===== config.mk =====
export PLATFORM = sky130hd
export DESIGN_NAME = decoder_seq
export DESIGN_NICKNAME = d
export VERILOG_FILES = /design/src/rtl/decoder_pkg.sv /design/src/rtl/decoder_dwell_timer.sv /design/src/rtl/decoder_seq.sv
export SDC_FILE = /design/constraint.sdc
export NUM_CORES = 1
export LEC_CHECK = 0
export CORE_UTILIZATION = 40
export DETAILED_ROUTE_END_ITERATION = 16
export GPL_ROUTABILITY_DRIVEN = 0
export GPL_TIMING_DRIVEN = 0
export HOLD_SLACK_MARGIN = 0.06
export PLACE_DENSITY_LB_ADDON = 0.1
export SLEW_MARGIN = 25
export SYNTH_ARGS = -nofsm -noshare
export SYNTH_HDL_FRONTEND = slang
export SYNTH_SLANG_ARGS = --single-unit

===== constraint.sdc =====
create_clock -name clk -period 3.06 [get_ports clk]
set_input_delay 0.612 -clock clk [delete_from_list [all_inputs] [get_ports clk]]
set_output_delay 0.612 -clock clk [all_outputs]
set_load 0.005 [all_outputs]

===== src/rtl/decoder_pkg.sv =====
// Shared mode encodings, pulse FSM states and the one-hot helper for decoder_seq.
package decoder_pkg;

  localparam logic [1:0] MODE_DIRECT = 2'b00;
  localparam logic [1:0] MODE_SCAN   = 2'b01;
  localparam logic [1:0] MODE_PULSE  = 2'b10;
  localparam logic [1:0] MODE_RSVD   = 2'b11;

  // Widest decode the helper supports (SEL_W up to 8).
  localparam int unsigned MAX_OUT_W = 256;

  typedef enum logic {
    P_IDLE   = 1'b0,
    P_ACTIVE = 1'b1
  } pulse_state_t;

  // One-hot of sel; callers size-cast the result down to their own width.
  function automatic logic [MAX_OUT_W-1:0] onehot(input int unsigned sel, input int unsigned width);
    logic [MAX_OUT_W-1:0] result;
    result = '0;
    if ((sel < width) && (sel < MAX_OUT_W)) begin
      result[sel[7:0]] = 1'b1;
    end
    return result;
  endfunction

endpackage


===== src/rtl/decoder_dwell_timer.sv =====
// Reloading down-counter. Clear forces zero, load presets LOAD_VAL, enable steps
// the count (reloading from zero). o_tc flags an enabled step that lands on zero.
module decoder_dwell_timer #(
  parameter int LOAD_VAL = 3
) (
  input  logic clk,
  input  logic rst,
  input  logic i_clr,
  input  logic i_load,
  input  logic i_en,
  output logic o_tc
);

  localparam int CW = (LOAD_VAL > 0) ? $clog2(LOAD_VAL + 1) : 1;
  localparam logic [CW-1:0] LOAD_CNT = CW'(LOAD_VAL);

  logic [CW-1:0] r_count;
  logic [CW-1:0] w_next;

  assign w_next = (r_count == '0) ? LOAD_CNT : (r_count - CW'(1));
  assign o_tc   = i_en && (w_next == '0);

  // Count register: clear beats load beats step; holds when idle.
  always_ff @(posedge clk) begin
    if (rst || i_clr) begin
      r_count <= '0;
    end else if (i_load) begin
      r_count <= LOAD_CNT;
    end else if (i_en) begin
      r_count <= w_next;
    end
  end

endmodule


===== src/rtl/decoder_seq.sv =====
// Registered N-to-2^N decoder with direct, self-stepping scan and one-shot pulse modes.
// In scan mode r_ptr runs one step ahead of the displayed index: the dwell timer
// decides when r_ptr moves, and the output register picks r_ptr up on the next
// enabled edge, which keeps every index on screen for exactly DWELL enabled cycles
// even across an enable freeze.
module decoder_seq
  import decoder_pkg::*;
#(
  parameter int SEL_W     = 3,
  parameter int DWELL     = 4,
  parameter int PULSE_LEN = 2,
  parameter int INVERT    = 0,
  localparam int OUT_W    = 2 ** SEL_W
) (
  input  logic             clk,
  input  logic             rst,
  input  logic             en,
  input  logic [1:0]       mode,
  input  logic [SEL_W-1:0] din,
  input  logic             start,
  output logic [OUT_W-1:0] dout,
  output logic [SEL_W-1:0] idx,
  output logic             wrap,
  output logic             busy
);

  localparam logic [OUT_W-1:0] BLANK = (INVERT != 0) ? '1 : '0;

  logic [1:0]       r_mode_q;
  logic [SEL_W-1:0] r_idx;
  logic [SEL_W-1:0] r_ptr;
  logic [OUT_W-1:0] r_dout;
  logic             r_wrap;
  logic             r_wrap_pend;
  logic             r_busy;
  pulse_state_t     r_pstate;

  logic             w_mode_chg;
  logic             w_dwell_clr;
  logic             w_dwell_en;
  logic             w_dwell_tc;
  logic             w_pulse_clr;
  logic             w_pulse_load;
  logic             w_pulse_en;
  logic             w_pulse_tc;
  logic [OUT_W-1:0] w_act_din;
  logic [OUT_W-1:0] w_act_ptr;

  assign w_mode_chg = (mode != r_mode_q);
  assign w_act_din  = OUT_W'(onehot(32'(din), OUT_W)) ^ BLANK;
  assign w_act_ptr  = OUT_W'(onehot(32'(r_ptr), OUT_W)) ^ BLANK;

  // Dwell only counts in settled scan mode with enable high; frozen otherwise.
  assign w_dwell_clr = w_mode_chg || (r_mode_q != MODE_SCAN);
  assign w_dwell_en  = !w_dwell_clr && en;

  // Pulse length is loaded on trigger; losing enable or leaving pulse mode clears it.
  assign w_pulse_clr  = w_mode_chg || (r_mode_q != MODE_PULSE) || !en;
  assign w_pulse_load = !w_pulse_clr && (r_pstate == P_IDLE) && start;
  assign w_pulse_en   = !w_pulse_clr && (r_pstate == P_ACTIVE);

  decoder_dwell_timer #(
    .LOAD_VAL (DWELL - 1)
  ) u_dwell (
    .clk    (clk),
    .rst    (rst),
    .i_clr  (w_dwell_clr),
    .i_load (1'b0),
    .i_en   (w_dwell_en),
    .o_tc   (w_dwell_tc)
  );

  decoder_dwell_timer #(
    .LOAD_VAL (PULSE_LEN)
  ) u_pulse (
    .clk    (clk),
    .rst    (rst),
    .i_clr  (w_pulse_clr),
    .i_load (w_pulse_load),
    .i_en   (w_pulse_en),
    .o_tc   (w_pulse_tc)
  );

  // Mode tracking, scan pointer, pulse FSM and the registered outputs.
  always_ff @(posedge clk) begin
    if (rst || w_mode_chg) begin
      r_mode_q    <= rst ? MODE_DIRECT : mode;
      r_idx       <= '0;
      r_ptr       <= '0;
      r_wrap_pend <= 1'b0;
      r_pstate    <= P_IDLE;
      r_dout      <= BLANK;
      r_wrap      <= 1'b0;
      r_busy      <= 1'b0;
    end else begin
      case (r_mode_q)
        MODE_DIRECT: begin
          r_wrap <= 1'b0;
          r_busy <= 1'b0;
          if (en) begin
            r_idx  <= din;
            r_dout <= w_act_din;
          end else begin
            r_dout <= BLANK;
          end
        end
        MODE_SCAN: begin
          r_busy <= 1'b0;
          if (en) begin
            r_idx       <= r_ptr;
            r_dout      <= w_act_ptr;
            r_wrap      <= r_wrap_pend;
            r_wrap_pend <= w_dwell_tc && (r_ptr >= din);
            if (w_dwell_tc) begin
              r_ptr <= (r_ptr >= din) ? '0 : (r_ptr + SEL_W'(1));
            end
          end else begin
            r_dout <= BLANK;
            r_wrap <= 1'b0;
          end
        end
        MODE_PULSE: begin
          r_wrap <= 1'b0;
          if (r_pstate == P_IDLE) begin
            if (en && start) begin
              r_pstate <= P_ACTIVE;
              r_idx    <= din;
              r_dout   <= w_act_din;
              r_busy   <= 1'b1;
            end else begin
              r_dout <= BLANK;
              r_busy <= 1'b0;
            end
          end else if (!en || w_pulse_tc) begin
            r_pstate <= P_IDLE;
            r_dout   <= BLANK;
            r_busy   <= 1'b0;
          end
        end
        default: begin
          r_idx       <= '0;
          r_ptr       <= '0;
          r_wrap_pend <= 1'b0;
          r_pstate    <= P_IDLE;
          r_dout      <= BLANK;
          r_wrap      <= 1'b0;
          r_busy      <= 1'b0;
        end
      endcase
    end
  end

  assign dout = r_dout;
  assign idx  = r_idx;
  assign wrap = r_wrap;
  assign busy = r_busy;

endmodule


==> flow_metrics.py, run 1 <==
metrics = {
    "outcome": {
        "status": "finished clean",
    },
    "timing": {
        "finalCritPeriodShare_pct": 71.5,
        "max-slew-margin-rel_pct": 71.7,
        "skew_ns": 0.00332,
        "tightestPinTransition_ns": 0.425,
        "fin_crit_ns": 2.19,
        "final-hold-violation-count": 0,
        "worst_slack_ns": 0.873,
        "setup_violations": 0,
        "finalMaxSlewViolations": 0,
        "fin_setup_tns_ns": 0,
        "whs_ns": 0.444,
        "fmax_mhz": 457,
        "rsz0062_at_grt": "no",
    },
    "power": {
        "power.density_mw_per_mm2": 369,
        "ir_drop_uv": 203,
        "p_leak_nw": 0.593,
        "total_power_mw": 0.637,
    },
    "die": {
        "die_h_um": 61.8,
        "start_util_pct": 42.3,
        "rows": 21,
        "die_w_um": 61.8,
        "io_pins": 22,
        "design.die.area_mm2": 0.00382,
        "core_region_area_mm2": 0.00339,
    },
    "placement": {
        "dp_slack_ns": 0.547,
        "io_buffer_count": 21,
        "placed_cell_area_mm2": 0.00170,
        "dpl.hpwl_um": 2360,
        "dpl.cell_count": 231,
    },
    "synthesis": {
        "yosysWarnings": 0,
        "synth_area_per_cell_um2": 8.74,
        "synth_top_area_share_pct": 30.7,
        "yosysUniqueCellTypes": 47,
        "ys_ff_latch": 24,
        "synth_area_leaders": "dfxtp_1 31%, ha_1 7.0%, a211oi_2 6.1%",
        "async_flop_share_pct": 0,
        "syn_nets": 181,
        "synth_area_mm2": 0.00143,
        "synth_largest_area_cell": "dfxtp_1",
        "synth_ff_type": "dfxtp_1",
        "syn_inst": 164,
        "synth_edf_count": 2,
        "yosysSeqAreaShare_pct": 34.9,
    },
    "cells_and_area": {
        "final_cell_mix": "22 x dfxtp_1, 21 x clkdlybuf4s50_1, 20 x nor2_1, 14 x a21oi_1",
        "syn2layout_area_growth_pct": 20.5,
        "layout_commonest_cell": "dfxtp_1",
        "final_area_mm2": 0.00173,
        "finish.utilization_pct": 50.9,
        "layout-drive-gt1-share_pct": 12.2,
        "final_cell_count_no_fill": 235,
        "antennaDiodeCount": 0,
        "nets": 207,
    },
    "job": {
        "maxCapViolCount": 0,
    },
    "detailed_routing": {
        "vias": 1262,
        "detail-route-antenna-nets": 0,
        "drc_errors": 0,
        "dr.pass1.iters": 5,
        "drt-total-wl_um": 3080,
        "vias_per_cell": 5.37,
        "avgRoutedWirePerCell_um": 13.1,
        "first_iter_violations": 47,
    },
    "critical_path": {
        "cp_cell_sequence": "clkdlybuf4s50_1, inv_1, ha_1, a21oi_1, o21ai_0, or3_1, a21oi_1",
        "path_common_cell": "a21oi_1",
        "r2r_start": "r_ptr[0]",
        "worst_ep_arrival_time_ns": 2.45,
        "worstSetupEndpointType": "flip-flop",
        "reg2regPathDepth": 6,
        "path_max_fanout": 5,
        "path_class": "input pin to flip-flop",
        "cp_slowest_cell": "clkdlybuf4s50_1",
        "r2r-end": "r_ptr[1]",
        "start_kind": "input pin",
        "cp_data_required_time_ns": 3.32,
        "ff2ff_setup_slack_ns": 1.39,
        "critical_path.max_stage_delay_ns": 0.55,
    },
    "grt": {
        "gr-total-overflow": 0,
        "grt_pass1_wl_um": 5100,
        "antenna_found_initial": 0,
        "grt_max_degree": 14,
        "grt_pass1_vias": 1113,
        "track_usage_pct": 18.1,
    },
    "clock_network": {
        "postCtsResizedCells": 0,
        "hold_buffers": 0,
        "cts_root_buffer": "clkbuf_4",
        "cts.path.max_buffers": 2,
        "clk_pin_slew_ns": 0.13,
        "clk_latency_ns": 0.32,
        "cts_tree": "built",
        "cts_setup_buffers": 0,
        "cts-buffers-inserted": 3,
        "htree_levels": 1,
        "cts_sinks": 24,
    },
    "worst_hold_path": {
        "hold_start": "r_wrap_pend",
        "hold_class": "flip-flop to flip-flop",
        "hold_end": "wrap",
        "whs_path_depth": 2,
    },
}
[metal layers]
metal  global-route usage [%]  vias up  wire length (um)
met4                     6.67        0                35
met3                     1.86        5                86
met2                     27.3       28              1410
met5                        0        -                 0
li1                         -      635                 -
met1                     26.6      594              1550
[worst max-delay path: cells and delay by family]
family	cells	cell delay, ns
AOI/OAI and AO/OA	3	0.45
adders and majority gates	1	0.33
and+or+nand+nor	1	0.38
buffers and inverters	2	0.67
[flip-flops by register name, summed over array words and instances (netlist names)]
signal / flops
dout: 8
idx: 3
r_ptr: 3
r_mode_q: 2
u_dwell.r_count: 2
u_pulse.r_count: 2
busy: 1
r_pstate: 1
r_wrap_pend: 1
wrap: 1
[logic make-up (layout without fill, tap and decap cells)]
group	count (synthesis)	in the layout	synth area share, %
compound gates	42	42	23.6
flops	24	24	34.9
simple gates	69	69	27.0
xor+xnor	2	2	1.22
buf+inv	19	44	6.29
fa+ha+maj	8	8	6.99
[cell usage after synthesis, drive strengths merged (2+ instances only)]
cell,number
a21oi,14
nand3,3
nor3b,4
inv,10
edfxtp,2
nor2,20
nand4b,3
xnor2,2
dfxtp,22
nor3,11
buf,7
nand2b,3
a211oi,11
clkbuf,2
nand2,11
a31oi,2
ha,8
o21ai,4
nor2b,5
[worst max-delay path by stage]
stage	startpoint	end	cells after the start
2_1_floorplan	din[2]	r_ptr[1]	6
3_5_place_dp	din[2]	r_ptr[1]	7
5_1_grt	din[2]	r_ptr[1]	7
4_1_cts	din[2]	r_ptr[1]	7
6_report	din[2]	r_ptr[1]	7
3_3_place_gp	din[2]	r_ptr[1]	7
[power breakdown]
group	internal (mW)	leakage (nW)	switching, mW
logic	0.0696	0.379	0.0861
registers	0.328	0.200	0.00634
clock network	0.0510	0.0150	0.0953
total	0.449	0.593	0.188
[cell type report]
class | count | area [um2]
tap | 46 | 57.6
sequential | 24 | 500
timing repair buffer | 21 | 210
clock buffer | 4 | 26.3
multi-input combinational | 121 | 842
buffer | 9 | 52.6
inverter | 10 | 37.5
fill | 332 | 1660
Power figures use the tool's default switching activity.
==> inputs of run 2 (changes only) <==
clock period = 2.22 ns   (was 3.06 ns; I/O delays follow)
==> results of run 2 <==
The final DEF is identical to that of run 1. Status: finished clean.
Main changes from that run: setup slack after placement 0.547 ns -> -0.125 ns; setup slack after layout 0.873 ns -> 0.201 ns; register-to-register setup slack 1.39 ns -> 0.55 ns; total power 0.637 mW -> 0.878 mW; worst IR drop on VDD 203 uV -> 280 uV
==> inputs of run 3 (changes only) <==
clock period = 2.2 ns   (was 2.22 ns; I/O delays follow)
==> results of run 3 <==
The final DEF is identical to that of run 1. Status: finished clean.
Main changes from that run: setup slack after placement 0.547 ns -> -0.141 ns; setup slack after layout 0.873 ns -> 0.185 ns; register-to-register setup slack 1.39 ns -> 0.53 ns; total power 0.637 mW -> 0.885 mW; worst IR drop on VDD 203 uV -> 282 uV
